## config.mk

```make
export PLATFORM = sky130hd
export DESIGN_NAME = sparse_event_encoder
export DESIGN_NICKNAME = d
export VERILOG_FILES = /design/src/rtl/sparse_event_encoder.sv
export SDC_FILE = /design/constraint.sdc
export NUM_CORES = 1
export LEC_CHECK = 0
export BUFFER_PORTS_ARGS = -buffer_cell sky130_fd_sc_hd__buf_2
export CAP_MARGIN = 25
export CORE_ASPECT_RATIO = 0.8
export CORE_MARGIN = 5
export CORE_UTILIZATION = 50
export CTS_CLUSTER_SIZE = 10
export DETAILED_ROUTE_END_ITERATION = 12
export PLACE_DENSITY = 0.74
export REMOVE_ABC_BUFFERS = 1
export SLEW_MARGIN = 40
export SYNTH_ARGS = -nofsm -noshare
export SYNTH_HDL_FRONTEND = slang
export SYNTH_SLANG_ARGS = --single-unit
```

## constraint.sdc

```tcl
create_clock -name clk -period 3 [get_ports clk]
set_clock_uncertainty 0.05 [all_clocks]
set_input_delay 0 -clock clk [delete_from_list [all_inputs] [get_ports clk]]
set_output_delay 0 -clock clk [all_outputs]
set_load 0.05 [all_outputs]
```

## src/rtl/sparse_event_encoder.sv

```systemverilog
// Dense-to-sparse event encoder: captures a one-hot-per-address event vector and
// streams the set indices in ascending order over a valid/ready address port.
module sparse_event_encoder #(
    parameter int SIZE   = 8,
    parameter int ADDR_W = $clog2(SIZE)
) (
    input  logic              clk,
    input  logic              reset,
    input  logic              enable,
    input  logic [SIZE-1:0]   events_in,
    input  logic              load,
    output logic              in_ready,
    output logic [ADDR_W-1:0] addr_out,
    output logic              addr_valid,
    input  logic              addr_ready,
    output logic              last,
    output logic              done,
    output logic [ADDR_W:0]   count
);

    typedef enum logic [1:0] {IDLE = 2'd0, EMIT = 2'd1, DONE = 2'd2} state_t;

    state_t            state_q, state_d;
    logic [SIZE-1:0]   pend_q, pend_d;
    logic [ADDR_W-1:0] cur_q, cur_d;
    logic [ADDR_W:0]   cnt_q, cnt_d;

    logic              accept, hs;
    logic [SIZE-1:0]   clr_bit, merged;

    function automatic logic [ADDR_W-1:0] lowest(input logic [SIZE-1:0] v);
        logic [ADDR_W-1:0] idx;
        idx = '0;
        for (int i = SIZE - 1; i >= 0; i--)
            if (v[i]) idx = ADDR_W'(i);
        return idx;
    endfunction

    assign in_ready   = enable & (state_q != DONE);
    assign addr_valid = enable & (state_q == EMIT);
    assign done       = enable & (state_q == DONE);
    assign last       = addr_valid & $onehot(pend_q);
    assign addr_out   = cur_q;
    assign count      = cnt_q;

    assign accept  = load & in_ready;
    assign hs      = addr_valid & addr_ready;
    // Clear the handshaked bit before OR-ing new events, so a reloaded
    // address equal to the one just sent is emitted again later.
    assign clr_bit = hs ? (SIZE'(1) << cur_q) : '0;
    assign merged  = (pend_q & ~clr_bit) | (accept ? events_in : '0);

    always_comb begin
        state_d = state_q;
        pend_d  = pend_q;
        cur_d   = cur_q;
        cnt_d   = cnt_q;
        if (enable) begin
            case (state_q)
                IDLE: begin
                    if (accept) begin
                        cnt_d = '0;
                        if (|events_in) begin
                            pend_d  = events_in;
                            cur_d   = lowest(events_in);
                            state_d = EMIT;
                        end else begin
                            state_d = DONE;
                        end
                    end
                end
                EMIT: begin
                    pend_d = merged;
                    // Address only advances on a handshake to keep addr_out stable under backpressure.
                    if (hs) begin
                        cnt_d = (cnt_q == '1) ? cnt_q : cnt_q + 1'b1;
                        cur_d = lowest(merged);
                        if (merged == '0) state_d = DONE;
                    end
                end
                DONE:    state_d = IDLE;
                default: state_d = IDLE;
            endcase
        end
    end

    always_ff @(posedge clk) begin
        if (reset) begin
            state_q <= IDLE;
            pend_q  <= '0;
            cur_q   <= '0;
            cnt_q   <= '0;
        end else begin
            state_q <= state_d;
            pend_q  <= pend_d;
            cur_q   <= cur_d;
            cnt_q   <= cnt_d;
        end
    end

endmodule
```

# Word-level counts from Yosys, hierarchy flattened

Cells that the tools add are included.

Input port bits: 13
Output and inout bits: 11
Word-level logic and storage cells: 74
Bits in registers: 17

Mux-type cells: 34
Reduce and logical (&&, ||, !) cells: 8
Equal/unequal tests: 10
Shift-type cells: 1
Bitwise logic cells: 9
Add/subtract/negate cells: 8

Operators with widths:

| cell                                                                  | number |
|---|---|
| 3-bit two-way mux                                                     | 19 |
| 8-bit two-way mux                                                     | 4 |
| 8-bit case mux with 2 select lines                                    | 1 |
| 4-bit two-way mux                                                     | 3 |
| 2-bit inequality test, second input constant                          | 5 |
| 5-bit AND reduction                                                   | 2 |
| 1-bit by 1-bit adder with 2-bit output                                | 4 |
| 8-bit bitwise AND                                                     | 1 |
| 8-bit logical NOT                                                     | 1 |
| 2-bit two-way mux                                                     | 4 |
| 8-bit inverter                                                        | 1 |
| 8-bit OR                                                              | 1 |
| 4-bit case mux with 2 select lines                                    | 1 |
| 4-bit AND reduction                                                   | 2 |
| 8-bit OR reduction                                                    | 1 |
| 1-bit by 3-bit << shifter with 8-bit output, first input constant     | 1 |
| 2-bit by 2-bit adder with 3-bit output                                | 2 |
| 1-bit bitwise AND                                                     | 6 |
| 3-bit case mux with 2 select lines                                    | 1 |
| 3-bit by 3-bit adder with 4-bit output                                | 1 |
| 4-bit by 1-bit adder with 4-bit output, second input constant         | 1 |
| 4-bit by 1-bit equality test with 1-bit output, second input constant | 1 |
| 4-bit equality test, second input constant                            | 1 |
| 2-bit case mux with 2 select lines                                    | 1 |
| other kinds (5)                                                       | 5 |

# Depth between registers and ports, before layout

Depth in word-level cells: 17
Mapped depth: 11
Mapped depth without buffers: 11

# Worst setup path after synthesis

No wires, ideal clock.

Kind: reg-to-output
Start point: reg pend_q[0]
End point: out last
Buffers on the path: 0
Path slack: -519 ps
Data required time: 2950 ps
Arrival: 3469 ps
Stages on the path, launching flop included: 12
Cells stage by stage: dfxtp_1 > inv_1 > fa_1 > fa_1 > fa_1 > inv_1 > ha_1 > inv_1 > fa_1 > a2111oi_0 > a21oi_1 > nor2_1

Word-level cells in the longest chain between the ends: 5

RTL lines:

| what                                                         | line | text |
|---|---|---|
| start, declared                                              | 24   | `logic [SIZE-1:0] pend_q, pend_d;` |
| start signal, assigned                                       | 95   | `pend_q <= pend_d;` |
| 1-bit by 1-bit adder with 2-bit output (not written as such) | 42   | `assign last = addr_valid & $onehot(pend_q);` |
| 2-bit by 2-bit adder with 3-bit output (not written as such) | 42   |  |
| 3-bit by 3-bit adder with 4-bit output (not written as such) | 42   |  |
| 4-bit by 1-bit equality test with 1-bit output               | 42   |  |
| 1-bit bitwise AND                                            | 42   |  |
| end, declared                                                | 16   | `output logic last,` |

No other way between the ends.

# Worst setup path after layout

Start point: reg pend_q[3]
End point: out last

Same word-level chain as after synthesis.

==> impl_metrics.ini <==
[floorplanning]
initial_core_util = 0.5081
die_w_um = 68.58
io_pins = 24
die_h_um = 56.86
design.core.area_um2 = 2701
rows = 17
dieArea_um2 = 3899

[synthesis]
yosys-top-cells-area = dfxtp_1 (25%), a21oi_1 (7.7%), fa_1 (5.8%)
ys_types = 46
synth-seq-cells = 17
ys_seq_area_frac = 0.2479
synthFlopType = dfxtp_1
avgSynthCellArea_um2 = 7.542
synth_top_area_share = 0.2479
synth_top_cells_by_count = a21oi_1 (21), nor2_1 (20), inv_1 (18), nand2_1 (18), dfxtp_1 (17)
async_flop_share = 0
yosys_warnings = 0
yosysMostFrequentCell = a21oi_1
synth.cell_area_um2 = 1373
synth-edff-count = 0
yosysTopAreaCell = dfxtp_1
synth_cells = 182

[global_route]
grt.overflow.total = 0
grt_pass1_wl_um = 6072
antenna_found_initial = 0
first_global_vias = 1337
grt_max_degree = 18
gr-usage-all-layers = 0.2010

[setup_path]
crit_path_cell_trace = inv_2 -> fa_1 -> fa_1 -> fa_1 -> inv_2 -> ha_4 -> inv_2 -> fa_2 -> a2111oi_4 -> a21oi_2 -> nor2_2 -> buf_6
cp-end-kind = output pin
critPathKind = reg -> out
required_ns = 2.95
cp_max_fo = 2
reg2reg_slack_ns = 0.56
cp_slowest_cell = fa_1
timing.critical_path.slowest_cell_delay_ns = 0.55
cp_data_arrival_time_ns = 3.30
crit_path_start_kind = register

[power]
ir_worst_vdd_mv = 0.2840
total_power_w = 0.0007172
power_density_nw_per_um2 = 442.7
leakage_nw = 0.6590

[placement]
io_buffers = 23
dp.cells = 240
dpl_cell_area_um2 = 1535
gp_congestion = 0.9195
dpl.hpwl_um = 2805

[worst_hold_path]
hold_path_class = in -> reg

[timing]
hold_viol = 0
finalSetupViolCount = 1
rsz0062_at_grt = yes
period_minus_slack_ns = 3.353
maxSlewViolCount = 0
timing.hold.ws_ns = 0.01035
worstMarginPinSlew_ns = 0.5262
max_freq_ghz = 0.2982
fin_ws_ns = -0.3531
slew_headroom = 0.6469
fin_crit_sh = 1.118

[routing]
remaining_drc_errors = 0
dr_total_vias = 1461
via_per_inst = 5.988
drt_wl_total_um = 3700
drtIter0Drc = 186
post_drt_wl_per_cell_um = 15.16
firstDrtPassIters = 4
ant_nets = 0

[clock_tree]
cts_tree = done
clockBufferDepth = 2
clk_latency_ns = 0.31
cts_root_buf = clkbuf_4
htree_levels = 1
clk_pin_slew_ns = 0.11
cts.sinks = 17
ctsHoldBuffers = 0
numCtsBuffers = 3

[layout]
stdcell_area_um2 = 1620
finalNetCount = 228
fin_cells = 244
layout-drive-gt1-share = 0.2621
postLayoutCoreUtil = 0.5998
n_antenna_cell = 0
syn_to_final_growth_pct = 18.05

[run_status]
status = finished with violations
violations = negative setup slack

[run]
drv_cap = 0
path summary, 6_finish.rpt:
check	startpoint	endpoint	cells past startpoint
worst min register to register	pend_q[6]$_SDFFE_PP0P_	pend_q[6]$_SDFFE_PP0P_	2
worst max register to register	state_q[0]$_SDFFE_PP0P_	addr_out[2]$_SDFFE_PP0P_	6
worst max-delay path	pend_q[3]$_SDFFE_PP0P_	last	12
worst min-delay path	reset	count[1]$_SDFFE_PP0P_	2
registers in the layout (all words and copies together) (netlist names):
name,count
pend_q,8
count,4
addr_out,3
state_q,2
layout by cell type (no fill, tap or decap), types with 2 or more instances in the layout:
| master | instances |
|---|---|
| a211o_1 | 6 |
| a21boi_2 | 2 |
| a21oi_1 | 20 |
| a22o_1 | 3 |
| a22oi_1 | 4 |
| a2bb2oi_1 | 2 |
| a31oi_1 | 2 |
| buf_2 | 22 |
| buf_4 | 5 |
| clkbuf_4 | 3 |
| dfxtp_1 | 14 |
| dfxtp_2 | 3 |
| fa_1 | 3 |
| ha_1 | 3 |
| inv_1 | 15 |
| inv_2 | 6 |
| nand2_1 | 18 |
| nand3_2 | 2 |
| nand4_1 | 9 |
| nand4b_1 | 2 |
| nor2_1 | 19 |
| nor3_1 | 4 |
| nor4_1 | 4 |
| o211ai_1 | 2 |
| o21ai_0 | 2 |
| o21ai_1 | 2 |
| o31ai_1 | 2 |
| o41ai_1 | 3 |
| or3_1 | 2 |
final cells by class:
| class | count | area [µm²] |
|---|---|---|
| clock buffers | 3 | 22.52 |
| clock inverters | 1 | 7.507 |
| fillers | 267 | 1081 |
| inverters | 21 | 78.83 |
| multi-input cells | 136 | 960.9 |
| flip-flops and latches | 17 | 344.1 |
| well taps | 38 | 47.55 |
| repair buffers | 28 | 158.9 |
per-stage QoR:
stage               TNS [ns]  setup WS (ns)
finish               -0.3531        -0.3531
global route         -0.4593        -0.4593
CTS                  -0.3585        -0.3585
detailed placement   -0.3115        -0.3115
global placement     -0.2452        -0.2452
floorplan            -0.5193        -0.5193
critical path: cells and delay by family, from the launching register on:
| kind | cells | cell delay [ns] |
|---|---|---|
| compound gates | 2 | 0.28 |
| fa+ha+maj | 5 | 1.94 |
| buf+inv | 4 | 0.32 |
| flops | 1 | 0.35 |
| simple gates | 1 | 0.10 |
report_power, final:
group	total, W	internal [W]	switching (W)
clock	0.000138	0.0000510	0.0000869
combinational	0.000310	0.000117	0.000193
sequential	0.000270	0.000244	0.0000258
total	0.000717	0.000412	0.000306
per-layer routing:
layer | GRT usage | share of wire | vias up
met4 | 0.04533 | 0.0084 | 0
li1 | - | - | 716
met3 | 0.04600 | 0.075 | 6
met5 | 0 | 0 | -
met2 | 0.3088 | 0.45 | 46
met1 | 0.2812 | 0.46 | 693
cell families after synthesis:
family	synth area share
simple gates	0.2452
compound gates	0.3200
buf+inv	0.08477
flops	0.2480
fa+ha+maj	0.09481
mux	0.007293
what timing repair did:
action / CTS / global route
endpoints found under the setup margin: 1 / 1
resized for setup: 16 / 1
pin swaps: 5 / 1
setup buffers: 0 / 0
(Power assumes the default switching activity.)
